`config.mk`:
```
export PLATFORM = sky130hd
export DESIGN_NAME = cd_abus_regs
export DESIGN_NICKNAME = d
export VERILOG_FILES = /design/src/rtl/cd_abus_regs.sv
export SDC_FILE = /design/constraint.sdc
export NUM_CORES = 1
export LEC_CHECK = 0
export CORE_MARGIN = 1.5
export CORE_UTILIZATION = 35
export CTS_CLUSTER_SIZE = 40
export DETAILED_ROUTE_END_ITERATION = 16
export SYNTH_ARGS = -nofsm -noshare
export SYNTH_HDL_FRONTEND = slang
export SYNTH_SLANG_ARGS = --single-unit
```
`constraint.sdc`:
```
create_clock -name CLK -period 6.9 [get_ports CLK]
set_clock_uncertainty 0.15 [all_clocks]
set_input_delay 0.69 -clock CLK [delete_from_list [all_inputs] [get_ports CLK]]
set_output_delay 0.69 -clock CLK [all_outputs]
set_load 0.02 [all_outputs]
```
`src/rtl/cd_abus_regs.sv`:
```
// CD-block host register window on the SCU A-bus (CS2): HIRQ/HIRQMASK, CR1-CR4
// command/response pair, host interrupt and a DTR read FIFO fed by a pattern fill engine.
module cd_abus_regs #(
  parameter int RESP_LAT = 64,
  parameter int FIFO_AW  = 4
) (
  input  logic        CLK,
  input  logic        RST,
  input  logic        CE,
  input  logic [25:0] AA,
  input  logic [15:0] DI,
  output logic [15:0] DO,
  input  logic        ACS2_N,
  input  logic        ARD_N,
  input  logic        AWRU_N,
  input  logic        AWRL_N,
  output logic        AWAIT_N,
  output logic        AIRQ_N
);

  localparam int DEPTH = 1 << FIFO_AW;
  localparam int CW    = FIFO_AW + 1;
  localparam int LW    = (RESP_LAT < 2) ? 1 : $clog2(RESP_LAT + 1);

  localparam logic [CW-1:0]      DEPTH_L = CW'(DEPTH);
  localparam logic [FIFO_AW-1:0] PTR_ONE = FIFO_AW'(1);
  localparam logic [LW-1:0]      LAT_L   = LW'(RESP_LAT);
  localparam logic [LW-1:0]      LAT_ONE = LW'(1);

  localparam logic [15:0] OFF_DTR  = 16'h0000;
  localparam logic [15:0] OFF_HIRQ = 16'h0008;
  localparam logic [15:0] OFF_MASK = 16'h000C;
  localparam logic [15:0] OFF_CR1  = 16'h0018;
  localparam logic [15:0] OFF_CR2  = 16'h001C;
  localparam logic [15:0] OFF_CR3  = 16'h0020;
  localparam logic [15:0] OFF_CR4  = 16'h0024;

  localparam logic [0:0] ST_IDLE = 1'b0;
  localparam logic [0:0] ST_BUSY = 1'b1;

  localparam logic [1:0] KIND_GET  = 2'd0;
  localparam logic [1:0] KIND_FILL = 2'd1;
  localparam logic [1:0] KIND_ERR  = 2'd2;

  function automatic logic [15:0] merge_lanes(input logic [15:0] old_v, input logic [15:0] new_v,
                                               input logic [15:0] lane_m);
    return (old_v & ~lane_m) | (new_v & lane_m);
  endfunction

  logic        ard_q_r, awru_q_r, awrl_q_r;
  logic [15:0] do_r;
  logic        await_n_r, airq_n_r, pend_r;
  logic [2:0]  hirq_r;
  logic [15:0] mask_r;
  logic [15:0] cmd1_r, cmd2_r, cmd3_r, cmd4_r;
  logic [15:0] rsp1_r, rsp2_r, rsp3_r, rsp4_r;
  logic [0:0]  state_r;
  logic [LW-1:0] cnt_r;
  logic [1:0]  kind_r;
  logic        fill_active_r;
  logic [7:0]  fill_rem_r, rsp_n_r;
  logic [15:0] fill_val_r, rsp_v_r;
  logic [15:0] mem_r [DEPTH];
  logic [FIFO_AW-1:0] wr_ptr_r, rd_ptr_r;
  logic [CW-1:0] count_r;

  logic        sel_s, rd_fire_s, wr_fire_s, trig_s, start_fill_s, post_s;
  logic        push_s, pop_s, fifo_empty_s, fifo_full_s, dend_set_s, drdy_set_s;
  logic [15:0] off_s, lane_m_s, head_s, do_next_s;
  logic        await_next_s, pend_next_s;
  logic [2:0]  hirq_clr_s, hirq_next_s;
  logic [7:0]  stat_s;
  logic        unused_s;

  assign sel_s        = ~ACS2_N && (AA[25:16] == 10'h189);
  assign off_s        = {AA[15:1], 1'b0};
  assign rd_fire_s    = CE && sel_s && ~ARD_N && ard_q_r;
  assign wr_fire_s    = CE && sel_s && ((~AWRU_N && awru_q_r) || (~AWRL_N && awrl_q_r));
  assign lane_m_s     = {{8{~AWRU_N}}, {8{~AWRL_N}}};
  assign trig_s       = wr_fire_s && (off_s == OFF_CR4) && (state_r == ST_IDLE);
  assign start_fill_s = trig_s && (cmd1_r[15:8] == 8'h60) && !fill_active_r;
  assign post_s       = CE && (state_r == ST_BUSY) && (cnt_r <= LAT_ONE);
  assign fifo_empty_s = (count_r == {CW{1'b0}});
  assign fifo_full_s  = (count_r == DEPTH_L);
  assign head_s       = mem_r[rd_ptr_r];
  assign push_s       = CE && fill_active_r && (fill_rem_r != 8'h00) && !fifo_full_s;
  assign dend_set_s   = CE && fill_active_r && ((fill_rem_r == 8'h00) || (push_s && (fill_rem_r == 8'h01)));
  assign drdy_set_s   = push_s && fifo_empty_s;
  assign stat_s       = fill_active_r ? 8'h01 : 8'h00;
  assign unused_s     = ^{AA[0], cmd1_r[7:0], cmd2_r[15:8], cmd4_r};

  // Internal sets win over the write-0-to-clear mask; a trigger drops CMOK.
  assign hirq_clr_s  = (wr_fire_s && (off_s == OFF_HIRQ) && ~AWRL_N) ? DI[2:0] : 3'b111;
  assign hirq_next_s = (hirq_r & hirq_clr_s & {2'b11, ~trig_s}) | {dend_set_s, drdy_set_s, post_s};

  // Read data path: a pending DTR wait takes priority over any new read fire.
  always_comb begin
    do_next_s    = do_r;
    await_next_s = await_n_r;
    pend_next_s  = pend_r;
    pop_s        = 1'b0;
    if (CE && pend_r) begin
      if (!fifo_empty_s) begin
        do_next_s    = head_s;
        pop_s        = 1'b1;
        await_next_s = 1'b1;
        pend_next_s  = 1'b0;
      end else begin
        await_next_s = 1'b0;
      end
    end else if (rd_fire_s) begin
      case (off_s)
        OFF_DTR: begin
          if (!fifo_empty_s) begin
            do_next_s = head_s;
            pop_s     = 1'b1;
          end else if (fill_active_r) begin
            await_next_s = 1'b0;
            pend_next_s  = 1'b1;
          end else begin
            do_next_s = 16'h0000;
          end
        end
        OFF_HIRQ: do_next_s = {13'h0000, hirq_r};
        OFF_MASK: do_next_s = mask_r;
        OFF_CR1:  do_next_s = rsp1_r;
        OFF_CR2:  do_next_s = rsp2_r;
        OFF_CR3:  do_next_s = rsp3_r;
        OFF_CR4:  do_next_s = rsp4_r;
        default:  do_next_s = 16'h0000;
      endcase
    end else begin
      pop_s = 1'b0;
    end
  end

  // Strobe history, read outputs, HIRQ and the interrupt line.
  always_ff @(posedge CLK) begin
    if (RST) begin
      ard_q_r   <= 1'b1;
      awru_q_r  <= 1'b1;
      awrl_q_r  <= 1'b1;
      do_r      <= 16'h0000;
      await_n_r <= 1'b1;
      pend_r    <= 1'b0;
      hirq_r    <= 3'b001;
      airq_n_r  <= 1'b1;
    end else if (CE) begin
      ard_q_r   <= ARD_N;
      awru_q_r  <= AWRU_N;
      awrl_q_r  <= AWRL_N;
      do_r      <= do_next_s;
      await_n_r <= await_next_s;
      pend_r    <= pend_next_s;
      hirq_r    <= hirq_next_s;
      airq_n_r  <= ~|({13'h0000, hirq_r} & mask_r);
    end else begin
      do_r <= do_r;
    end
  end

  // Host-writable latches: HIRQMASK and CMD1-CMD4, byte-lane merged.
  always_ff @(posedge CLK) begin
    if (RST) begin
      mask_r <= 16'h0000;
      cmd1_r <= 16'h0000;
      cmd2_r <= 16'h0000;
      cmd3_r <= 16'h0000;
      cmd4_r <= 16'h0000;
    end else if (wr_fire_s) begin
      case (off_s)
        OFF_MASK: mask_r <= merge_lanes(mask_r, DI, lane_m_s);
        OFF_CR1:  cmd1_r <= merge_lanes(cmd1_r, DI, lane_m_s);
        OFF_CR2:  cmd2_r <= merge_lanes(cmd2_r, DI, lane_m_s);
        OFF_CR3:  cmd3_r <= merge_lanes(cmd3_r, DI, lane_m_s);
        OFF_CR4:  cmd4_r <= merge_lanes(cmd4_r, DI, lane_m_s);
        default:  mask_r <= mask_r;
      endcase
    end else begin
      mask_r <= mask_r;
    end
  end

  // Command engine: the outcome class is fixed at trigger, STAT is sampled at post.
  always_ff @(posedge CLK) begin
    if (RST) begin
      state_r <= ST_IDLE;
      cnt_r   <= {LW{1'b0}};
      kind_r  <= KIND_GET;
    end else if (CE) begin
      case (state_r)
        ST_IDLE: begin
          if (trig_s) begin
            state_r <= ST_BUSY;
            cnt_r   <= LAT_L;
            if (cmd1_r[15:8] == 8'h00)  kind_r <= KIND_GET;
            else if (start_fill_s)      kind_r <= KIND_FILL;
            else                        kind_r <= KIND_ERR;
          end else begin
            state_r <= ST_IDLE;
          end
        end
        ST_BUSY: begin
          if (cnt_r <= LAT_ONE) state_r <= ST_IDLE;
          else                  cnt_r   <= cnt_r - LAT_ONE;
        end
        default: state_r <= ST_IDLE;
      endcase
    end else begin
      state_r <= state_r;
    end
  end

  // Response registers, loaded once per command when it is posted.
  always_ff @(posedge CLK) begin
    if (RST) begin
      rsp1_r <= 16'h0043;
      rsp2_r <= 16'h4442;
      rsp3_r <= 16'h4C4F;
      rsp4_r <= 16'h434B;
    end else if (post_s) begin
      case (kind_r)
        KIND_GET: begin
          rsp1_r <= {stat_s, 8'h00};
          rsp2_r <= 16'h0000;
          rsp3_r <= 16'h0000;
        end
        KIND_FILL: begin
          rsp1_r <= {stat_s, 8'h00};
          rsp2_r <= {8'h00, rsp_n_r};
          rsp3_r <= rsp_v_r;
        end
        default: begin
          rsp1_r <= 16'hFF00;
          rsp2_r <= 16'h0000;
          rsp3_r <= 16'h0000;
        end
      endcase
      rsp4_r <= 16'h0000;
    end else begin
      rsp1_r <= rsp1_r;
    end
  end

  // Fill engine: one incrementing word per CE cycle, stalled while the FIFO is full.
  always_ff @(posedge CLK) begin
    if (RST) begin
      fill_active_r <= 1'b0;
      fill_rem_r    <= 8'h00;
      fill_val_r    <= 16'h0000;
      rsp_n_r       <= 8'h00;
      rsp_v_r       <= 16'h0000;
    end else if (CE) begin
      if (start_fill_s) begin
        fill_active_r <= 1'b1;
        fill_rem_r    <= cmd2_r[7:0];
        fill_val_r    <= cmd3_r;
        rsp_n_r       <= cmd2_r[7:0];
        rsp_v_r       <= cmd3_r;
      end else if (dend_set_s) begin
        fill_active_r <= 1'b0;
        fill_rem_r    <= 8'h00;
        fill_val_r    <= fill_val_r + 16'h0001;
      end else if (push_s) begin
        fill_rem_r <= fill_rem_r - 8'h01;
        fill_val_r <= fill_val_r + 16'h0001;
      end else begin
        fill_rem_r <= fill_rem_r;
      end
    end else begin
      fill_rem_r <= fill_rem_r;
    end
  end

  // FIFO pointers and occupancy; pops only happen when non-empty.
  always_ff @(posedge CLK) begin
    if (RST) begin
      wr_ptr_r <= {FIFO_AW{1'b0}};
      rd_ptr_r <= {FIFO_AW{1'b0}};
      count_r  <= {CW{1'b0}};
    end else if (CE) begin
      if (push_s) wr_ptr_r <= wr_ptr_r + PTR_ONE;
      else        wr_ptr_r <= wr_ptr_r;
      if (pop_s)  rd_ptr_r <= rd_ptr_r + PTR_ONE;
      else        rd_ptr_r <= rd_ptr_r;
      count_r <= count_r + CW'(push_s) - CW'(pop_s);
    end else begin
      count_r <= count_r;
    end
  end

  // FIFO storage.
  always_ff @(posedge CLK) begin
    if (push_s) mem_r[wr_ptr_r] <= fill_val_r;
  end

  assign DO      = do_r;
  assign AWAIT_N = await_n_r;
  assign AIRQ_N  = airq_n_r;

endmodule
```
==> metrics.cfg, run 1 <==
[outcome]
status=finished clean

[floorplanning]
start_util_pct=35.4
coreArea_mm2=0.0501
die-area_mm2=0.0520
chipWidth_um=228
row_count=82
ios=67
die_h_um=228

[sta]
fin_crit_ps=4450
tns_ps=0
fmax_ghz=0.225
hold_viol_final=0
drv_slew=0
slew-limit-headroom_pct=18.2
setup_violations=0
rsz0062_at_grt=false
post-route-period-util_pct=64.4
layout_setup_ws_ps=2450
max_slew.worst_pin.slew_ps=1220
holdWs_ps=300

[power_and_ir_drop]
powerDensity_mw_per_mm2=250
power.leakage_nw=7.32
ir_drop_mv=0.157

[global_route]
gr-usage-all-layers_pct=16.6
antenna_found_initial=1
grt_pass1_vias=10700
grt_pass1_wl_mm=66.2
overflow=0
grt_max_degree=58

[synth]
syn_area_mm2=0.0177
synth-seq-area-share_pct=63.2
netlist_instances=1317
synth_warnings=0
syn_nets=1384
synth_cell_types=76
synth_edf_count=256
ys_ff_latch=432
ys.flop_type=edfxtp_1
async_reset_ff_share_pct=0
synth_area_per_cell_um2=13.5

[setup_path]
end_kind=register
slowest_delay_ps=710
cp-start-kind=primary input
cp_num_buf_inv=3
cp_top_family=simple AND/OR/NAND/NOR gates
critical_path_required_ps=7180
path_cells=clkdlybuf4s50_1 > or4_4 > or2_1 > o41ai_4 > ha_1 > inv_1 > ha_1 > inv_1 > fa_1 > nand2b_1 > a21oi_1 > nor3_1 > o21ai_0 > xor2_1 > nor2_1
reg2reg_depth=16
path_max_fanout=8
crit_type=primary input to register
critPathSlowestCell=o41ai_4
arrival_ps=4720
worst-path-stages=15

[clock_network]
cts_buffers=42
cts.htree.levels=2
cts_resized=0
clock_tree.root_cell=clkbuf_16
insertion_delay_ps=570
clk_path_buf_depth=3
clock-sinks=432
clk_pin_slew_ps=60
postCtsSetupBuffers=0
cts_tree=built
ctsHoldBuffers=0

[placement]
portBuffers=65
dpl_cell_area_mm2=0.0192
hpwl_mm=27.9
gp_congestion=0.869
dp_slack_ps=1890

[run]
drv_cap=0

[routing]
avgViaCountPerCell=5.31
initialDrtViolationCount=947
antenna_left=0
drc=0
post_drt_wl_per_cell_um=21.0
num_vias=11100
dr.pass1.iters=8
drt_wl_total_mm=43.8

[finish]
nets=1449
n_antenna_cell=0
num-fill-cells=4649
syn2layout_area_growth_pct=16.1
fin_area_mm2=0.0206
layout-drive-gt1-share_pct=14.5

[worst_hold_path]
worstHoldPathType=register to register
hold_path_depth=2

[metal layers]
metal	global-route usage (%)	vias to the layer above	share of wire (%)
met3	2.51	72	5.2
met1	23.1	5575	45
met2	26.4	325	47
met4	5.69	0	2.7
met5	0	-	0
li1	-	5110	-
[synth_stat cells (16+ instances only)]
| cell type | count | area share, % |
|---|---|---|
| mux2i_1 | 72 | 4.1 |
| nand2_1 | 117 | 2.5 |
| ha_1 | 17 | 1.2 |
| a21oi_1 | 58 | 1.6 |
| a22oi_1 | 22 | 0.93 |
| nor3_1 | 25 | 0.71 |
| dfxtp_1 | 176 | 20 |
| nor2_1 | 144 | 3.0 |
| inv_1 | 20 | 0.42 |
| a211oi_1 | 37 | 1.6 |
| mux4_2 | 66 | 8.4 |
| edfxtp_1 | 256 | 43 |
| nor2b_1 | 18 | 0.64 |
| clkbuf_1 | 53 | 1.1 |
| xnor2_1 | 16 | 0.79 |
[worst reg2reg max path: stages, from the launching register on]
cell      delay, ps
dfxtp_1         370
inv_1            80
ha_1            210
nor4b_1         150
buf_4           180
o41ai_4         690
ha_1            350
inv_1            60
ha_1            150
inv_1            60
fa_1            420
nand2b_1        160
a21oi_1         180
nor3_1           60
o21ai_0         200
xor2_1          170
nor2_1           50
[logic make-up (layout without fill, tap and decap cells)]
logic type	count (synthesis)	after routing	synth area share (%)
XOR/XNOR	31	31	1.53
flip-flops	432	432	63.2
adder cells (fa/ha/maj)	18	18	1.31
AO/OA/AOI/OAI	205	205	8.24
buffers and inverters	94	193	2.17
AND/OR/NAND/NOR	397	397	10.9
multiplexers	140	140	12.6
[cell type report]
cell class	count	area (um^2)	share of cell area (%)
inverter	20	75.1	0.365
clock inverter	27	303	1.47
multi-input combinational	791	6170	30.0
timing repair buffer	95	873	4.24
clock buffer	51	1090	5.32
sequential	432	11200	54.5
tap	672	841	4.09
[power breakdown]
| part | leakage (nW) | internal, mW | total [mW] | switching, mW |
|---|---|---|---|---|
| Clock | 0.679 | 1.33 | 2.32 | 0.991 |
| Sequential | 4.40 | 2.70 | 2.71 | 0.00397 |
| Combinational | 2.24 | 0.0466 | 0.105 | 0.0585 |
[stage by stage]
stage	instances	util [%]	total power, mW
floorplan	1317	-	2.81
global placement	2010	38.3	2.87
detailed placement	2010	38.3	2.87
CTS	2088	41.1	5.19
global route	2088	41.1	5.29
finish	2088	41.1	5.14
[placed cells by master, fill, tap and decap left out, types with 12 or more instances in the layout]
| master | count |
|---|---|
| nor2b_1 | 18 |
| nand3_1 | 12 |
| ha_1 | 17 |
| nand2_1 | 117 |
| mux4_2 | 66 |
| buf_4 | 31 |
| nor3_1 | 21 |
| nor2_1 | 140 |
| mux2i_1 | 72 |
| o21ai_0 | 13 |
| xor2_1 | 15 |
| inv_1 | 20 |
| a21oi_1 | 58 |
| xnor2_1 | 16 |
| a211oi_1 | 37 |
| edfxtp_1 | 256 |
| clkbuf_16 | 42 |
| dfxtp_1 | 173 |
| clkdlybuf4s50_1 | 64 |
| a22oi_1 | 22 |
[worst paths after layout]
check                  start    endpoint  slack, ps
setup / recovery      AA[11]  count_r[4]       2450
hold / removal    rsp_n_r[6]  rsp_n_r[6]        300
hold reg to reg   rsp_n_r[6]  rsp_n_r[6]        300
setup reg to reg  count_r[3]  count_r[4]       3090
(Power assumes the default switching activity.)
==> inputs of run 2 (changes only) <==
Clock period 6.9 ns to 4.4 ns, I/O delays scaled along.
==> run 2 against run 1 <==
Sequential cell count unchanged. Sequential power up 57%. Clock power up 50%. Register-to-register slack got worse by 2300 ps. Via count is 0.19% higher. Sequential share of layout area decreased by 0.29 points. Count of clock-buffer cells in the layout increased by 7. Global-route usage about the same. Utilization grew 0.22 points. Setup slack worse by 1600 ps. Worst hold slack worse by 80 ps. Total power up 54%.
==> metrics.cfg, run 2 (synthesis results as in run 1) <==
[power_and_ir_drop]
ir_drop_mv=0.216
power.leakage_nw=7.42
p_comb_share_pct=2.1
clock_power_share_pct=44.1
p_seq_share_pct=53.8
internal-power_mw=6.26
powerDensity_mw_per_mm2=381
sw_frac_of_total_pct=20.6
p_switching_mw=1.62

[sta]
rsz0062_at_grt=false
drv_slew=0
max_slew.worst_pin.slew_ps=997
layout_setup_ws_ps=814
tns_ps=0
hold_viol_final=0
fin_crit_ps=3590
fmax_ghz=0.279
post-route-period-util_pct=81.5
slew-limit-headroom_pct=32.8
setup_violations=0

[floorplanning]
die_h_um=228
ios=67
chipWidth_um=228
start_util_pct=35.4
coreArea_mm2=0.0501
die-area_mm2=0.0520
row_count=82

[setup_path]
critPathSlowestCell=or4_4
rrSetupSlack_ps=830
path_cells=clkdlybuf4s50_1 > or4_4 > or2_1 > o41ai_4 > ha_1 > inv_1 > ha_1 > inv_1 > fa_1 > nand2b_1 > a21oi_1 > nor3_1 > o21ai_0 > xor2_1 > nor2_1
path_max_fanout=2
arrival_ps=3860
r2r_end=count_r[4]
crit_type=primary input to register
critical_path_required_ps=4670
r2r_start=count_r[2]
slowest_delay_ps=540
reg2reg_depth=16
cp-start-kind=primary input
end_kind=register

[global_route]
grt_pass1_vias=10800
busiest_layer=met2
grt_use_met3_pct=1.94
grt_use_met1_pct=22.8
antenna_found_initial=0
overflow=0
gr-usage-all-layers_pct=16.6
use_met2_pct=28.0
grt_max_degree=69
grt_pass1_wl_mm=66.4

[clock_network]
clk_pin_slew_ps=60
cts_tree=built
ctsHoldBuffers=0
cts_resized=0
clk_path_buf_depth=3
clock-sinks=432
clock_tree.root_cell=clkbuf_16
postCtsSetupBuffers=0
insertion_delay_ps=560
cts.htree.levels=2
cts_buffers=43

[finish]
layout_commonest_cell=edfxtp_1
layout-drive-gt1-share_pct=15.8
n_antenna_cell=0
fin_area_mm2=0.0207
register_area_mm2=0.0112
num-fill-cells=4649
nets=1474
syn2layout_area_growth_pct=16.7
multi_input_area_mm2=0.00617
final_cell_mix=edfxtp_1, dfxtp_1, nor2_1

[worst_hold_path]
hold_end=count_r[2]
hold_path_depth=2
worstHoldPathType=primary input to register
min-delay-start=RST

[routing]
drt_wl_total_mm=43.8
avgViaCountPerCell=5.25
antenna_left=0
dr.pass1.iters=5
num_vias=11100
post_drt_wl_per_cell_um=20.7
drc=0
initialDrtViolationCount=785

[outcome]
status=finished clean

[placement]
dpl_cell_area_mm2=0.0194
hpwl_mm=28.7
portBuffers=65
dp_slack_ps=249
gp_congestion=0.854

[run]
drv_cap=0

run 2: cell types whose count changed in the layout (fill, tap and decap cells not counted):
cell,change
buf_4,+24
bufinv_16,-4
clkbuf_1,+2
clkbuf_16,+1
clkbuf_8,+4
clkinv_1,+1
clkinv_16,-1
clkinv_2,-1
clkinv_4,-1
clkinv_8,+2
clkinvlp_4,-1
inv_16,-1
inv_4,+1
inv_6,-1
run 2: worst max path at each step:
| stage | cells after the start | start | slack [ps] | end |
|---|---|---|---|---|
| final | 15 | AA[11] | 810 | count_r[4] |
| after detailed placement | 15 | AA[11] | 250 | count_r[4] |
| after global placement | 15 | AA[11] | 250 | count_r[4] |
| after CTS | 16 | count_r[2] | 810 | count_r[4] |
| after global routing | 16 | count_r[2] | 580 | count_r[4] |
| after floorplan | 16 | AA[11] | 450 | count_r[4] |
run 2: final cells by class:
| cell class | count | share of cell area (%) |
|---|---|---|
| Clock buffer | 58 | 5.72 |
| Clock inverter | 21 | 0.702 |
| Inverter | 20 | 0.363 |
| Multi-Input combinational cell | 791 | 29.8 |
| Sequential cell | 432 | 54.2 |
| Tap cell | 672 | 4.06 |
| Timing Repair Buffer | 119 | 5.09 |
run 2: power by group through the flow:
stage	Clock [mW]	Combinational [mW]	Sequential, mW
floorplan	0	0.0779	4.33
CTS	3.54	0.168	4.25
finish	3.47	0.166	4.25
detailed placement	0	0.167	4.33
global placement	0	0.165	4.33
global route	3.69	0.179	4.24
run 2: critical path: cells and delay by family:
family                   cells  cell delay (ps)
buffers and inverters        3              540
AND/OR/NAND/NOR              5             1120
adder cells (fa/ha/maj)      3              860
AO/OA/AOI/OAI                3              750
XOR/XNOR                     1              160
run 2: per-stage QoR:
stage / cells / total power, mW / utilization (%) / hold slack, ps
2_1_floorplan: 1317 / 4.41 / - / 282
3_3_place_gp: 2034 / 4.50 / 38.7 / 293
3_5_place_dp: 2034 / 4.50 / 38.7 / 295
4_1_cts: 2113 / 7.95 / 41.3 / 210
5_1_grt: 2113 / 8.11 / 41.3 / 250
6_report: 2113 / 7.89 / 41.3 / 220
run 2: routing by layer:
layer / wire [um] / vias up
li1: - / 5182
met2: 21200 / 251
met3: 2050 / 48
met5: 0 / -
met4: 816 / 0
met1: 19700 / 5622
